[src/rtl/mem_stage.sv]
// ---------------------------------------------------------------------------
// mem_stage -- memory-access stage of a 5-stage RV32I pipeline.
//
// Takes the EX/MEM register contents (ALU result, store data, PC+4, control)
// and runs loads/stores over a single-outstanding req/ack data bus. Stores
// get byte-lane steering. Loads are extracted from the returned word and
// sign- or zero-extended. The writeback value is selected and placed in the
// MEM/WB register. The stage stalls upstream while a bus transaction is open.
//
// Ports
//   clk, rst                 clock, synchronous active-high reset
//   valid_MEM_I              EX/MEM holds a live instruction
//   ALU_result_MEM_I [31:0]  effective address or ALU value
//   Rd_data2_MEM_I   [31:0]  store data (rs2)
//   pc_order_MEM_I   [31:0]  PC+4 link value
//   MemRead_MEM_I            load
//   MemWrite_MEM_I           store
//   funct3_MEM_I     [2:0]   access size (B/H/W/BU/HU)
//   wb_sel_MEM_I     [1:0]   00 ALU, 01 load data, 10 PC+4, 11 = ALU
//   RegWrite_MEM_I, rd_MEM_I register-write control
//   mem_req_O/we/addr/wdata/wstrb  data-bus request (held until ack)
//   mem_rdata_I, mem_ack_I   data-bus response (rdata valid with ack)
//   stall_MEM_O              combinational upstream hold
//   *_WB_O                   MEM/WB register outputs
// ---------------------------------------------------------------------------
module mem_stage (
  input  logic        clk,
  input  logic        rst,
  input  logic        valid_MEM_I,
  input  logic [31:0] ALU_result_MEM_I,
  input  logic [31:0] Rd_data2_MEM_I,
  input  logic [31:0] pc_order_MEM_I,
  input  logic        MemRead_MEM_I,
  input  logic        MemWrite_MEM_I,
  input  logic [2:0]  funct3_MEM_I,
  input  logic [1:0]  wb_sel_MEM_I,
  input  logic        RegWrite_MEM_I,
  input  logic [4:0]  rd_MEM_I,
  output logic        mem_req_O,
  output logic        mem_we_O,
  output logic [31:0] mem_addr_O,
  output logic [31:0] mem_wdata_O,
  output logic [3:0]  mem_wstrb_O,
  input  logic [31:0] mem_rdata_I,
  input  logic        mem_ack_I,
  output logic        stall_MEM_O,
  output logic        valid_WB_O,
  output logic        RegWrite_WB_O,
  output logic [4:0]  rd_WB_O,
  output logic [31:0] wb_data_WB_O,
  output logic        misalign_WB_O
);

  typedef enum logic {
    S_IDLE = 1'b0,
    S_WAIT = 1'b1
  } state_t;

  localparam logic [1:0] WB_LOAD = 2'b01;
  localparam logic [1:0] WB_PC4  = 2'b10;

  localparam logic [2:0] F3_LB  = 3'b000;
  localparam logic [2:0] F3_LH  = 3'b001;
  localparam logic [2:0] F3_LBU = 3'b100;
  localparam logic [2:0] F3_LHU = 3'b101;

  // Writeback mux; the reserved encoding 11 falls through to the ALU value.
  function automatic logic [31:0] f_wb_mux(input logic [1:0]  sel,
                                           input logic [31:0] alu,
                                           input logic [31:0] ld,
                                           input logic [31:0] pc4);
    case (sel)
      WB_LOAD: f_wb_mux = ld;
      WB_PC4:  f_wb_mux = pc4;
      default: f_wb_mux = alu;
    endcase
  endfunction

  // -------------------------------------------------------------------------
  // State
  // -------------------------------------------------------------------------
  state_t      r_state;

  // Bus request registers
  logic        r_mem_req;
  logic        r_mem_we;
  logic [31:0] r_mem_addr;
  logic [31:0] r_mem_wdata;
  logic [3:0]  r_mem_wstrb;

  // Instruction context captured at issue; WAIT never looks at live inputs
  // because upstream may advance on the ack edge.
  logic [1:0]  r_off;
  logic [2:0]  r_funct3;
  logic [1:0]  r_wb_sel;
  logic [31:0] r_alu;
  logic [31:0] r_pc4;
  logic [4:0]  r_rd;
  logic        r_regwrite;

  // MEM/WB register
  logic        r_valid_wb;
  logic        r_regwrite_wb;
  logic [4:0]  r_rd_wb;
  logic [31:0] r_wb_data;
  logic        r_misalign_wb;

  // -------------------------------------------------------------------------
  // Issue decode (IDLE only)
  // -------------------------------------------------------------------------
  logic        w_is_mem;
  logic        w_misalign;
  logic        w_issue;
  logic        w_misaligned_op;
  logic [1:0]  w_off;

  assign w_off    = ALU_result_MEM_I[1:0];
  assign w_is_mem = MemRead_MEM_I | MemWrite_MEM_I;

  // funct3[1:0]: 00 byte (never misaligned), 01 half, 1x word.
  always_comb begin
    // NOTE: every always_comb output gets a default first, so no path can
    // leave it unassigned and infer a latch.
    w_misalign = 1'b0;
    case (funct3_MEM_I[1:0])
      2'b00:   w_misalign = 1'b0;
      2'b01:   w_misalign = w_off[0];
      default: w_misalign = |w_off;
    endcase
  end

  assign w_issue         = (r_state == S_IDLE) && valid_MEM_I && w_is_mem && !w_misalign;
  assign w_misaligned_op = (r_state == S_IDLE) && valid_MEM_I && w_is_mem &&  w_misalign;

  // Depends only on state, issue controls and ack -- never on mem_rdata_I.
  assign stall_MEM_O = (r_state == S_IDLE) ? w_issue : !mem_ack_I;

  // -------------------------------------------------------------------------
  // Store lane steering (computed from live inputs at issue)
  // -------------------------------------------------------------------------
  logic [31:0] w_wdata;
  logic [3:0]  w_wstrb;

  always_comb begin
    w_wdata = 32'h0;
    w_wstrb = 4'b0000;
    if (MemWrite_MEM_I) begin
      case (funct3_MEM_I[1:0])
        2'b00: begin
          w_wstrb = 4'b0001 << w_off;
          w_wdata = {4{Rd_data2_MEM_I[7:0]}};
        end
        2'b01: begin
          w_wstrb = 4'b0011 << w_off;
          w_wdata = {2{Rd_data2_MEM_I[15:0]}};
        end
        default: begin
          w_wstrb = 4'b1111;
          w_wdata = Rd_data2_MEM_I;
        end
      endcase
    end
  end

  // -------------------------------------------------------------------------
  // Load extraction (uses offset/funct3 latched at issue)
  // -------------------------------------------------------------------------
  logic [7:0]  w_byte;
  logic [15:0] w_half;
  logic [31:0] w_load_data;

  assign w_byte = mem_rdata_I[{r_off, 3'b000} +: 8];
  assign w_half = mem_rdata_I[{r_off[1], 4'b0000} +: 16];

  always_comb begin
    w_load_data = mem_rdata_I;
    case (r_funct3)
      F3_LB:   w_load_data = {{24{w_byte[7]}}, w_byte};
      F3_LBU:  w_load_data = {24'h0, w_byte};
      F3_LH:   w_load_data = {{16{w_half[15]}}, w_half};
      F3_LHU:  w_load_data = {16'h0, w_half};
      default: w_load_data = mem_rdata_I;
    endcase
  end

  // -------------------------------------------------------------------------
  // FSM, bus registers and MEM/WB register
  // -------------------------------------------------------------------------
  // NOTE: all sequential state uses non-blocking assignments so every
  // register samples pre-edge values regardless of statement order.
  always_ff @(posedge clk) begin
    if (rst) begin
      r_state       <= S_IDLE;
      r_mem_req     <= 1'b0;
      r_mem_we      <= 1'b0;
      r_mem_addr    <= 32'h0;
      r_mem_wdata   <= 32'h0;
      r_mem_wstrb   <= 4'b0000;
      r_off         <= 2'b00;
      r_funct3      <= 3'b000;
      r_wb_sel      <= 2'b00;
      r_alu         <= 32'h0;
      r_pc4         <= 32'h0;
      r_rd          <= 5'd0;
      r_regwrite    <= 1'b0;
      r_valid_wb    <= 1'b0;
      r_regwrite_wb <= 1'b0;
      r_rd_wb       <= 5'd0;
      r_wb_data     <= 32'h0;
      r_misalign_wb <= 1'b0;
    end else begin
      case (r_state)
        S_IDLE: begin
          r_misalign_wb <= 1'b0;
          if (w_issue) begin
            r_state     <= S_WAIT;
            r_mem_req   <= 1'b1;
            r_mem_we    <= MemWrite_MEM_I;
            r_mem_addr  <= {ALU_result_MEM_I[31:2], 2'b00};
            r_mem_wdata <= w_wdata;
            r_mem_wstrb <= w_wstrb;
            r_off       <= w_off;
            r_funct3    <= funct3_MEM_I;
            r_wb_sel    <= wb_sel_MEM_I;
            r_alu       <= ALU_result_MEM_I;
            r_pc4       <= pc_order_MEM_I;
            r_rd        <= rd_MEM_I;
            r_regwrite  <= RegWrite_MEM_I;
            // Bubble while the access is in flight.
            r_valid_wb    <= 1'b0;
            r_regwrite_wb <= 1'b0;
          end else if (w_misaligned_op) begin
            // Reported, not executed: no bus access, no register write.
            r_valid_wb    <= 1'b1;
            r_regwrite_wb <= 1'b0;
            r_rd_wb       <= rd_MEM_I;
            r_wb_data     <= ALU_result_MEM_I;
            r_misalign_wb <= 1'b1;
          end else if (valid_MEM_I) begin
            // Non-memory op; a 01 select has no load data, so it sees the
            // ALU value in that slot.
            r_valid_wb    <= 1'b1;
            r_regwrite_wb <= RegWrite_MEM_I;
            r_rd_wb       <= rd_MEM_I;
            r_wb_data     <= f_wb_mux(wb_sel_MEM_I, ALU_result_MEM_I,
                                      ALU_result_MEM_I, pc_order_MEM_I);
          end else begin
            r_valid_wb    <= 1'b0;
            r_regwrite_wb <= 1'b0;
          end
        end

        S_WAIT: begin
          if (mem_ack_I) begin
            r_state       <= S_IDLE;
            r_mem_req     <= 1'b0;
            r_mem_we      <= 1'b0;
            r_mem_wstrb   <= 4'b0000;
            r_valid_wb    <= 1'b1;
            r_regwrite_wb <= r_regwrite;
            r_rd_wb       <= r_rd;
            r_wb_data     <= f_wb_mux(r_wb_sel, r_alu, w_load_data, r_pc4);
            r_misalign_wb <= 1'b0;
          end else begin
            r_valid_wb    <= 1'b0;
            r_regwrite_wb <= 1'b0;
          end
        end

        default: r_state <= S_IDLE;
      endcase
    end
  end

  assign mem_req_O     = r_mem_req;
  assign mem_we_O      = r_mem_we;
  assign mem_addr_O    = r_mem_addr;
  assign mem_wdata_O   = r_mem_wdata;
  assign mem_wstrb_O   = r_mem_wstrb;

  assign valid_WB_O    = r_valid_wb;
  assign RegWrite_WB_O = r_regwrite_wb;
  assign rd_WB_O       = r_rd_wb;
  assign wb_data_WB_O  = r_wb_data;
  assign misalign_WB_O = r_misalign_wb;

endmodule
[config.mk]
export PLATFORM = sky130hd
export DESIGN_NAME = mem_stage
export DESIGN_NICKNAME = d
export VERILOG_FILES = /design/src/rtl/mem_stage.sv
export SDC_FILE = /design/constraint.sdc
export NUM_CORES = 1
export LEC_CHECK = 0
export ABC_CLOCK_PERIOD_IN_PS = 2200
export CORE_UTILIZATION = 47
export DETAILED_ROUTE_END_ITERATION = 16
export PLACE_DENSITY_LB_ADDON = 0.08
export RECOVER_POWER = 50
export SYNTH_ARGS = -nofsm -noshare
export SYNTH_HDL_FRONTEND = slang
export SYNTH_SLANG_ARGS = --single-unit
[constraint.sdc]
create_clock -name clk -period 2.2 [get_ports clk]
set_input_delay 0.33 -clock clk [delete_from_list [all_inputs] [get_ports clk]]
set_output_delay 0.33 -clock clk [all_outputs]
set_load 0.005 [all_outputs]
Word level (Yosys, flattened, before mapping)
Cells that the tools add are included.
{ "op_classes": {"n_reduce_logical": 12, "eq_ne": 11, "n_shift": 4, "n_mux": 43, "n_bitwise": 2} }
{ "ops": {"columns": ["operator", "count"], "rows": [
  ["$mux W32", 6],
  ["$pmux W32 S2", 3],
  ["$pmux W32 S4", 1],
  ["$shiftx A32 B6 Y16", 1],
  ["$shiftx A32 B6 Y8", 1],
  ["$mux W5", 4],
  ["$mux W1", 16],
  ["$pmux W4 S2", 2],
  ["$pmux W1 S2", 7],
  ["$mux W4", 3],
  ["$pmux W5 S2", 1],
  ["$eq A3 B3 Y1 const B", 2],
  ["$ne A2 B2 Y1 const B", 3],
  ["$eq A2 B1 Y1 const B", 2],
  ["$eq A2 B2 Y1 const B", 2],
  ["$logic_and A1 B1 Y1", 4],
  ["$reduce_and A2 Y1", 2],
  ["$shl A1 B2 Y4 const A", 1],
  ["$shl A2 B2 Y4 const A", 1],
  ["$eq A3 B1 Y1 const B", 1],
  ["$logic_not A3 Y1", 1],
  ["$ne A3 B3 Y1 const B", 1],
  ["$reduce_and A3 Y1", 1],
  ["$logic_not A1 Y1", 2],
  ["4 further kinds", 4]
]} }
{ "totals": {"regBits": 186, "inputBits": 145, "out_inout_bits": 111} }

Depth between registers and ports, before layout
Gate-level depths: netlist of the first run.
{ "depth": {"depth_word": 7, "mapped_depth": 9, "mapped_depth_nobuf": 7} }

Worst setup path before layout of the first run
No wires, ideal clock.
{ "synth_path": {"path_type": "register to register", "startpoint": "register r_wb_sel[0]", "endpoint": "register r_wb_data[1] (netlist: wb_data_WB_O[1])", "slack_ps": 259, "arrival_ps": 1855, "path_stages_with_launch": 9, "t_required_ps": 2114, "path_cell_list": "dfxtp_1 -> inv_1 -> ha_1 -> inv_1 -> clkbuf_1 -> nor2_1 -> a2111oi_0 -> a221oi_1 -> a211oi_1"} }
{ "synth_between": {"elab_chain_len": 4, "word_cells_on_any_way": 5, "classes_between": "eq/ne: 2; mux: 3"} }
{ "synth_lines": {"columns": ["item", "line_no", "rtl"], "rows": [
  ["start: declaration", "95", "logic [1:0] r_wb_sel;"],
  ["start signal: assignment", "224", "r_wb_sel <= wb_sel_MEM_I;"],
  ["$eq A2 B2 Y1 or $eq A2 B1 Y1 (tied branches)", "72", "case (sel)"],
  ["$pmux W32 S2 *", "72", null],
  ["$mux W32 *", "254", "if (mem_ack_I) begin"],
  ["$pmux W32 S2 *", "212", "case (r_state)"],
  ["end signal: assignment", "237", "r_wb_data <= ALU_result_MEM_I;"],
  ["end signal: assignment", "245", "r_wb_data <= f_wb_mux(wb_sel_MEM_I, ALU_result_MEM_I,"],
  ["end signal: assignment", "262", "r_wb_data <= f_wb_mux(r_wb_sel, r_alu, w_load_data, r_pc4);"],
  ["end: declaration", "105", "logic [31:0] r_wb_data;"]
]} }
Mark *: on every way between the ends. The rest lies on a longest branch, timed or not. The select of a mux whose other input is x is not followed.
A chain may end at the register's enable or synchronous reset.

Worst setup path in the final report of the first run
{ "layout_path": {"startpoint": "register r_state", "endpoint": "register r_wb_data[17] (netlist: wb_data_WB_O[17])"} }
{ "layout_between": {"elab_chain_len": 7, "word_cells_on_any_way": 12, "classes_between": "eq/ne: 3; mux: 3; bitwise: 1; reduce/logical: 5"} }
{ "layout_lines": {"columns": ["item", "line_no", "rtl"], "rows": [
  ["start: declaration", "82", "state_t r_state;"],
  ["start signal: assignment", "193", "r_state <= S_IDLE;"],
  ["start signal: assignment", "216", "r_state <= S_WAIT;"],
  ["start signal: assignment", "255", "r_state <= S_IDLE;"],
  ["$not A1 Y1 (no source line)", null, null],
  ["$logic_and A1 B1 Y1 (2 in series)", "132, 133", null],
  ["$logic_and A1 B1 Y1", "133", "assign w_misaligned_op = (r_state == S_IDLE) && valid_MEM_I && w_is_mem && w_misalign;"],
  ["$mux W32", "232", "end else if (w_misaligned_op) begin"],
  ["$mux W32", "215", "if (w_issue) begin"],
  ["$pmux W32 S2", "212", null]
]} }
Several ways; a longest one is shown, not always the timed one. The select of a mux whose other input is x is not followed.

==> results.py, run 1 <==
metrics = {
    "grt": {
        "grt_pass1_vias": 8330,
        "grt_usage": 0.320,
        "grt_max_degree": 63,
        "gr-total-overflow": 0,
        "grt_pass1_wl_mm": 44.5,
        "antenna_found_initial": 0,
    },
    "logic_synthesis": {
        "ys_seq_area_frac": 0.381,
        "ys_types": 62,
        "synth_area_sq_um": 8090,
        "synth.avg_cell_area_sq_um": 7.80,
        "synth-edff-count": 0,
        "yosys_most_used_dff": "dfxtp_1",
        "synth-seq-cells": 154,
        "netlist_instances": 1038,
        "synth_top_area_frac": 0.381,
        "synthTopCellsByArea": "dfxtp_1 38%, nand2_1 11%, a21oi_1 7.3%",
        "async_flop_share": 0,
        "yosys.area.top_type": "dfxtp_1",
        "synth_commonest_cells": "234 x nand2_1, 154 x dfxtp_1, 118 x a21oi_1, 64 x nor2_1, 61 x nand3_1",
        "yosysWarningCount": 0,
        "synth.most_common_cell": "nand2_1",
    },
    "timing": {
        "fin_skew_ns": 0.0100,
        "slew-limit-headroom": 0.466,
        "max_freq_ghz": 0.463,
        "setup_tns_ns": 0,
        "setup_viol": 0,
        "slew_violations": 0,
        "period_needed_ns": 2.16,
        "rsz0062_at_grt": "yes",
        "final_hold_viol_count": 0,
        "period_share": 0.981,
        "worst_slew_pin_slew_ns": 0.800,
        "worst_slack_ns": 0.0409,
    },
    "place": {
        "port_buffers": 253,
        "gp_routability_congestion": 0.922,
        "place_area_sq_um": 10900,
        "hpwl_mm": 19.6,
        "dp_slack_ns": -0.387,
        "placed_cells": 1462,
    },
    "min_path": {
        "min_path_type": "primary input to register",
    },
    "setup_path": {
        "start_kind": "register",
        "crit_type": "register to register",
        "worstPathMaxFanout": 40,
        "end_kind": "register",
        "required_ns": 2.53,
        "critPathArrivalTime_ns": 2.49,
    },
    "layout": {
        "syn2layout_area_growth_pct": 43.5,
        "drive_above_1_share": 0.130,
        "finalNonFillerCells": 1499,
        "fin_nets": 1413,
        "final_cell_area_sq_um": 11600,
        "n_antenna_cell": 0,
        "n_fill_cell": 1371,
    },
    "drt": {
        "met3_wirelength_mm": 2.95,
        "wirelength_mm": 28.5,
        "met2_wirelength_mm": 12.6,
        "met1Wirelength_mm": 11.8,
        "firstDrtPassIters": 5,
        "post-route-drc-count": 0,
        "antenna_left": 0,
        "top_layer": "met4",
        "wl_per_cell_um": 19.0,
        "viasPerCell": 5.80,
        "drt_iter0_markers": 740,
        "vias": 8692,
    },
    "floorplanning": {
        "initial_utilization": 0.484,
        "die_h_um": 133,
        "die_x_um": 133,
        "placementRows": 47,
        "io_pins": 256,
        "fp.dieArea_sq_um": 17700,
        "core_area_sq_um": 16700,
    },
    "power_and_ir_drop": {
        "powerDensity_nw_per_um2": 666,
        "p_leak_nw": 4.40,
        "internal-power_w": 0.00561,
        "seqPwrFrac": 0.395,
        "p_clk_frac": 0.393,
        "peakVddDrop_mv": 0.541,
        "p_switching_w": 0.00212,
        "power.total_w": 0.00773,
        "switching_share": 0.274,
        "p_comb_frac": 0.212,
    },
    "cts": {
        "clkSlewWorstSetupHoldPaths_ns": 0.06,
        "clock_latency_ns": 0.43,
        "holdBufCountCts": 0,
        "root_buffer": "clkbuf_16",
        "htree_levels": 4,
        "clock-sinks": 154,
        "cts_made_buffers": 17,
        "cts_tree": "yes",
        "clock_path_buffers": 2,
    },
    "flow_run": {
        "drv_cap": 0,
    },
    "status": {
        "status": "complete, no violations",
    },
}
## power by group through the flow
stage / clock network, W / registers, W / logic, W
final: 0.00304 / 0.00305 / 0.00164
after global routing: 0.00318 / 0.00307 / 0.00176
after CTS: 0.00307 / 0.00306 / 0.00166
after detailed placement: 0 / 0.00311 / 0.00164
after global placement: 0 / 0.00311 / 0.00163
after floorplan: 0 / 0.00310 / 0.000796
## timing repair
item / CTS / global route
pin swaps: 3 / 3
buffers inserted: 0 / 5
gates resized for setup: 6 / 8
endpoints found under the setup margin: 2 / 11
## layout by cell type, fill, tap and decap left out, drive strengths merged, types with 23 or more instances in the layout
cell / instances
clkbuf: 24
dfxtp: 154
clkdlybuf4s50: 141
a221oi: 23
a31oi: 26
a21oi: 119
buf: 82
nand2: 234
nand3: 61
dlygate4sd3: 108
o21ai: 42
nor2: 65
a211oi: 28
## cell families after synthesis
group / after synthesis / synth area share
mux: 35 / 0.0467
buf+inv: 135 / 0.0889
fa+ha+maj: 2 / 0.00309
xor+xnor: 3 / 0.00325
compound gates: 315 / 0.272
other cells: 1 / 0.000463
flops: 154 / 0.381
simple gates: 393 / 0.205
## path summary, 6_finish.rpt
path | slack, ns | startpoint | cells after the start | end
setup / recovery | 0.04 | r_state$_SDFF_PP0_ | 7 | wb_data_WB_O[17]$_SDFFE_PP0P_
hold / removal | 0.39 | rst | 2 | r_pc4[26]$_SDFFE_PP0P_
setup reg to reg | 0.04 | r_state$_SDFF_PP0_ | 7 | wb_data_WB_O[17]$_SDFFE_PP0P_
hold reg to reg | 0.44 | mem_wdata_O[0]$_SDFFE_PP0P_ | 2 | mem_wdata_O[0]$_SDFFE_PP0P_
## worst max-delay path, stage by stage (launching register included)
cell and delay, ns:
dfxtp_2 0.35, buf_12 0.24, nand2_1 0.31, a211o_1 0.37
o22ai_2 0.14, buf_4 0.22, o221ai_1 0.15, a211oi_1 0.28
## final cells by class
type,count,area (sq um),area share
clock inverters,10,140,0.0121
inverters,7,26.3,0.00226
flip-flops and latches,154,3080,0.266
clock buffers,22,464,0.0400
well taps,220,275,0.0237
repair buffers,336,3290,0.284
multi-input cells,750,4330,0.373
## layer usage
layer / up-vias / track usage
li1: 4108 / -
met1: 4064 / 0.418
met2: 447 / 0.489
met3: 73 / 0.0944
met4: 0 / 0.138
met5: - / 0
## registers in the layout, summed over array words and instances (netlist names), 2 cells and up
name / flops
wb_data_WB_O: 32
rd_WB_O: 5
mem_wstrb_O: 4
r_wb_sel: 2
r_alu: 31
r_funct3: 3
r_pc4: 32
r_rd: 5
mem_wdata_O: 32
## metrics by stage
stage / util / hold slack (ns)
3_3_place_gp: 0.654 / 0.438
4_1_cts: 0.691 / 0.386
2_1_floorplan: - / 0.436
5_1_grt: 0.695 / 0.414
6_report: 0.695 / 0.392
3_5_place_dp: 0.654 / 0.443
Note: power is estimated with default switching activity, not from simulation.
==> run 2: changes to the inputs <==
==> constraint.sdc (replaced) <==
create_clock -name clk -period 2.2 [get_ports clk]
set_input_delay 0.44 -clock clk [delete_from_list [all_inputs] [get_ports clk]]
set_output_delay 0.44 -clock clk [all_outputs]
set_load 0.005 [all_outputs]
==> run 2 against run 1 <==
  * Final cell count decreased by 0.67%
  * Setup slack improved by 0.11 ns
  * Critical endpoint is now stall_MEM_O
  * Highest routed layer unchanged
  * Non-clock buffer count decreased by 10
==> results.py, run 2 (synthesized netlist as in run 1, its figures left out) <==
metrics = {
    "floorplanning": {
        "die_h_um": 133,
        "placementRows": 47,
        "io_pins": 256,
        "initial_utilization": 0.484,
        "fp.dieArea_sq_um": 17700,
        "core_area_sq_um": 16700,
        "die_x_um": 133,
    },
    "layout": {
        "syn2layout_area_growth_pct": 43.1,
        "fin_util": 0.693,
        "multiInputGateArea_sq_um": 4310,
        "fin_nets": 1403,
        "finalNonFillerCells": 1489,
        "drive_above_1_share": 0.122,
        "n_fill_cell": 1380,
        "n_antenna_cell": 0,
        "final_cell_area_sq_um": 11600,
        "register_area_sq_um": 3080,
        "final_cell_mix": "233 x nand2_1, 153 x dfxtp_1, 145 x clkdlybuf4s50_1",
        "layout_commonest_cell": "nand2_1",
    },
    "status": {
        "status": "complete, no violations",
    },
    "grt": {
        "grt_pass1_wl_mm": 44.2,
        "grt_pass1_vias": 8194,
        "gr-total-overflow": 0,
        "grt_usage": 0.319,
        "antenna_found_initial": 0,
        "grt_max_degree": 91,
    },
    "place": {
        "place_area_sq_um": 10900,
        "hpwl_mm": 19.5,
        "port_buffers": 253,
        "gp_routability_congestion": 0.877,
        "placed_cells": 1455,
    },
    "setup_path": {
        "reg2reg_slack_ns": 0.15,
        "crit_type": "primary input to output pin",
        "required_ns": 1.76,
        "worstPathMaxFanout": 3,
        "end_kind": "output pin",
        "start_kind": "primary input",
        "critPathArrivalTime_ns": 1.61,
    },
    "drt": {
        "antenna_left": 0,
        "firstDrtPassIters": 5,
        "drt_iter0_markers": 821,
        "wirelength_mm": 28.4,
        "vias": 8658,
        "viasPerCell": 5.81,
        "post-route-drc-count": 0,
        "wl_per_cell_um": 19.0,
    },
    "flow_run": {
        "drv_cap": 0,
    },
    "timing": {
        "worst_slew_pin_slew_ns": 0.708,
        "slew-limit-headroom": 0.528,
        "final_hold_viol_count": 0,
        "max_freq_ghz": 0.487,
        "setup_viol": 0,
        "period_share": 0.933,
        "period_needed_ns": 2.05,
        "slew_violations": 0,
        "rsz0062_at_grt": "no",
        "fin_skew_ns": 0.0122,
        "whs_ns": 0.448,
    },
    "power_and_ir_drop": {
        "powerDensity_nw_per_um2": 680,
        "power.total_w": 0.00787,
        "peakVddDrop_mv": 0.558,
        "p_leak_nw": 4.34,
    },
    "cts": {
        "holdBufCountCts": 0,
        "htree_levels": 4,
        "clock_latency_ns": 0.43,
        "root_buffer": "clkbuf_16",
        "clock_path_buffers": 2,
        "clkSlewWorstSetupHoldPaths_ns": 0.06,
        "cts_tree": "yes",
        "clock-sinks": 154,
        "cts_made_buffers": 17,
    },
    "min_path": {
        "min_path_type": "register to register",
    },
}
## run 2: changes by cell type in the layout (fill, tap and decap cells not counted), sizes merged, moves of 2 or more
cell,delta
buf,-11
clkdlybuf4s50,+4
dlygate4sd2,+2
dlygate4sd3,-4
dlymetal6s2s,-2
## run 2: power breakdown
part           internal (W)  switching, W
clock               0.00199       0.00120
combinational      0.000806      0.000820
sequential          0.00295     0.0000988
## run 2: worst paths after layout
check                               startpoint                            to  depth (start not counted)
setup / recovery                MemWrite_MEM_I                   stall_MEM_O                          5
hold / removal    mem_wdata_O[11]$_SDFFE_PP0P_  mem_wdata_O[11]$_SDFFE_PP0P_                          2
setup reg to reg      r_wb_sel[0]$_SDFFE_PP0P_  wb_data_WB_O[3]$_SDFFE_PP0P_                          8
hold reg to reg   mem_wdata_O[11]$_SDFFE_PP0P_  mem_wdata_O[11]$_SDFFE_PP0P_                          2
## run 2: worst max-delay path: stages
cell             delay (ns)
clkdlybuf4s50_1        0.44
or2_4                  0.29
nand4_1                0.12
nand2_1                0.06
dlygate4sd2_1          0.26
## run 2: final cells by class
class / instances / share of cell area
clock buffers: 22 / 0.0410
clock inverters: 10 / 0.0142
inverters: 7 / 0.00227
multi-input cells: 750 / 0.372
flip-flops and latches: 154 / 0.266
well taps: 220 / 0.0238
repair buffers: 326 / 0.281
## run 2: repair_timing
item / CTS / global route
pin swaps: 3 / 0
resized for setup: 6 / 5
endpoints found under the setup margin: 7 / 7
setup buffers: 1 / 0
gates cloned: 1 / 0
## run 2: per-layer routing
layer	track usage	wire length [um]	vias to the layer above
met2	0.488	12700	456
li1	-	-	4085
met5	0	0	-
met1	0.417	11700	4049
met4	0.150	1070	0
met3	0.0879	2890	68
## run 2: per-stage QoR
step | setup WS [ns] | TNS [ns]
floorplan | 0.158 | 0
global placement | -0.472 | -28.55
detailed placement | -0.511 | -32.30
CTS | 0.0406 | 0
global route | 0.0159 | 0
finish | 0.147 | 0
==> run 3: changes to the inputs <==
--- a/config.mk
+++ b/config.mk
@@ -6,6 +6,8 @@
 export NUM_CORES = 1
 export LEC_CHECK = 0
 export ABC_CLOCK_PERIOD_IN_PS = 2200
+export CAP_MARGIN = 0
+export CORE_MARGIN = 2
 export CORE_UTILIZATION = 47
 export DETAILED_ROUTE_END_ITERATION = 16
 export PLACE_DENSITY_LB_ADDON = 0.08
==> run 3 against run 2 <==
  * Final cell count up 0.34%
  * Global-route usage down 1.3 points
  * Total power down 3.7%
  * Clock skew down 0.0037 ns
  * Core utilization down 0.31 points
  * Clock power down 9.4%
  * Sequential share of layout area up 0.12 points
  * Routed wire length up 0.12%
  * Critical path depth up 5
  * Sequential power about the same
  * Via count down 0.39%
==> results.py, run 3 (synthesized netlist as in run 1, its figures left out) <==
metrics = {
    "layout": {
        "layout_commonest_cell": "nand2_1",
        "final_cell_mix": "233 x nand2_1, 153 x dfxtp_1, 144 x clkdlybuf4s50_1",
        "n_fill_cell": 1431,
        "syn2layout_area_growth_pct": 42.5,
        "fin_nets": 1407,
        "drive_above_1_share": 0.126,
    },
    "drt": {
        "wirelength_mm": 28.4,
        "firstDrtPassIters": 5,
        "viasPerCell": 5.77,
        "antenna_left": 0,
        "vias": 8624,
        "wl_per_cell_um": 19.0,
        "drt_iter0_markers": 827,
        "post-route-drc-count": 0,
    },
    "cts": {
        "clock_path_buffers": 2,
        "cts_tree": "yes",
        "root_buffer": "clkbuf_16",
        "clkSlewWorstSetupHoldPaths_ns": 0.07,
        "htree_levels": 4,
        "cts_made_buffers": 17,
        "clock_latency_ns": 0.43,
        "clock-sinks": 154,
    },
    "timing": {
        "slew-limit-headroom": 0.511,
        "period_needed_ns": 2.11,
        "fin_skew_ns": 0.00843,
        "rsz0062_at_grt": "yes",
        "setup_viol": 0,
        "period_share": 0.961,
        "final_hold_viol_count": 0,
        "worst_slew_pin_slew_ns": 0.732,
        "max_freq_ghz": 0.473,
        "slew_violations": 0,
        "whs_ns": 0.446,
        "setup_tns_ns": 0,
    },
    "grt": {
        "grt_pass1_wl_mm": 43.9,
        "grt_max_degree": 82,
        "grt_usage": 0.307,
        "grt_pass1_vias": 8173,
        "gr-total-overflow": 0,
        "antenna_found_initial": 1,
    },
    "flow_run": {
        "drv_cap": 0,
    },
    "place": {
        "hpwl_mm": 19.6,
        "gp_routability_congestion": 0.885,
        "port_buffers": 253,
    },
    "floorplanning": {
        "core_area_sq_um": 16700,
        "die_x_um": 135,
        "placementRows": 47,
        "io_pins": 256,
        "die_h_um": 135,
        "fp.dieArea_sq_um": 18300,
        "initial_utilization": 0.484,
    },
    "power_and_ir_drop": {
        "p_leak_nw": 4.32,
        "peakVddDrop_mv": 0.544,
        "powerDensity_nw_per_um2": 658,
        "power.total_w": 0.00758,
    },
    "setup_path": {
        "start_kind": "primary input",
        "worstPathMaxFanout": 9,
        "critPathArrivalTime_ns": 2.46,
        "required_ns": 2.54,
        "end_kind": "register",
        "r2r_cells": 7,
        "crit_type": "primary input to register",
    },
    "status": {
        "status": "complete, no violations",
    },
    "min_path": {
        "min_path_type": "register to register",
        "hold_depth": 2,
    },
}
-- run 3: changes by cell type in the layout (fill, tap and decap cells not counted), moves of 2 or more --
cell       change
clkbuf_2       +2
a2111oi_0      -2
a2111oi_1      +2
clkinv_4       +4
bufinv_16      -3
buf_4          +2
-- run 3: what timing repair did --
action,in CTS,in global routing
pin swaps,1,0
setup endpoints to repair,8,11
cloned,0,0
setup buffers,1,5
resized for setup,6,8
hold buffers,0,0
-- run 3: report_power, final --
group / switching, W / leakage, nW / internal (W) / total [W]
clock network: 0.00124 / 0.273 / 0.00166 / 0.00290
logic: 0.000817 / 2.79 / 0.000805 / 0.00162
registers: 0.000102 / 1.26 / 0.00295 / 0.00305
-- run 3: layout make-up --
class | count | area [sq um] | share of cell area
diodes | 1 | 2.50 | 0.000217
clock buffers | 21 | 470 | 0.0408
clock inverters | 11 | 113 | 0.00977
inverters | 7 | 30.0 | 0.00261
multi-input cells | 750 | 4310 | 0.374
flip-flops and latches | 154 | 3080 | 0.268
well taps | 220 | 275 | 0.0239
repair buffers | 330 | 3240 | 0.281
-- run 3: worst paths after layout --
check / startpoint / slack (ns) / to
max reg2reg: r_wb_sel[0]$_SDFFE_PP0P_ / 0.10 / wb_data_WB_O[13]$_SDFFE_PP0P_
min: mem_wdata_O[13]$_SDFFE_PP0P_ / 0.45 / mem_wdata_O[13]$_SDFFE_PP0P_
max: ALU_result_MEM_I[1] / 0.09 / wb_data_WB_O[13]$_SDFFE_PP0P_
min reg2reg: mem_wdata_O[13]$_SDFFE_PP0P_ / 0.45 / mem_wdata_O[13]$_SDFFE_PP0P_
-- run 3: critical path, stage by stage --
cell and delay [ns]:
clkdlybuf4s50_1 0.44, buf_4 0.16, o21ai_2 0.15, buf_4 0.14, a31oi_4 0.09, nor2_1 0.09
clkbuf_1 0.41, buf_4 0.25, a31oi_1 0.06, a311oi_2 0.23
-- run 3: stage by stage --
step                std cells  cell area, sq um  setup WS, ns  utilization
finish                   1494             11500        0.0852        0.690
global route             1494             11500       -0.0156        0.690
CTS                      1488             11500       0.00325        0.689
detailed placement       1455             10900        -0.511        0.652
global placement         1455             10900        -0.443        0.652
floorplan                1039              8100         0.158            -
-- run 3: routing by layer --
metal | vias to the layer above | global-route usage | routed length, um
li1 | 4102 | - | -
met1 | 4079 | 0.412 | 11900
met2 | 391 | 0.479 | 13000
met3 | 52 | 0.0707 | 2690
met4 | 0 | 0.123 | 840
met5 | - | 0 | 0
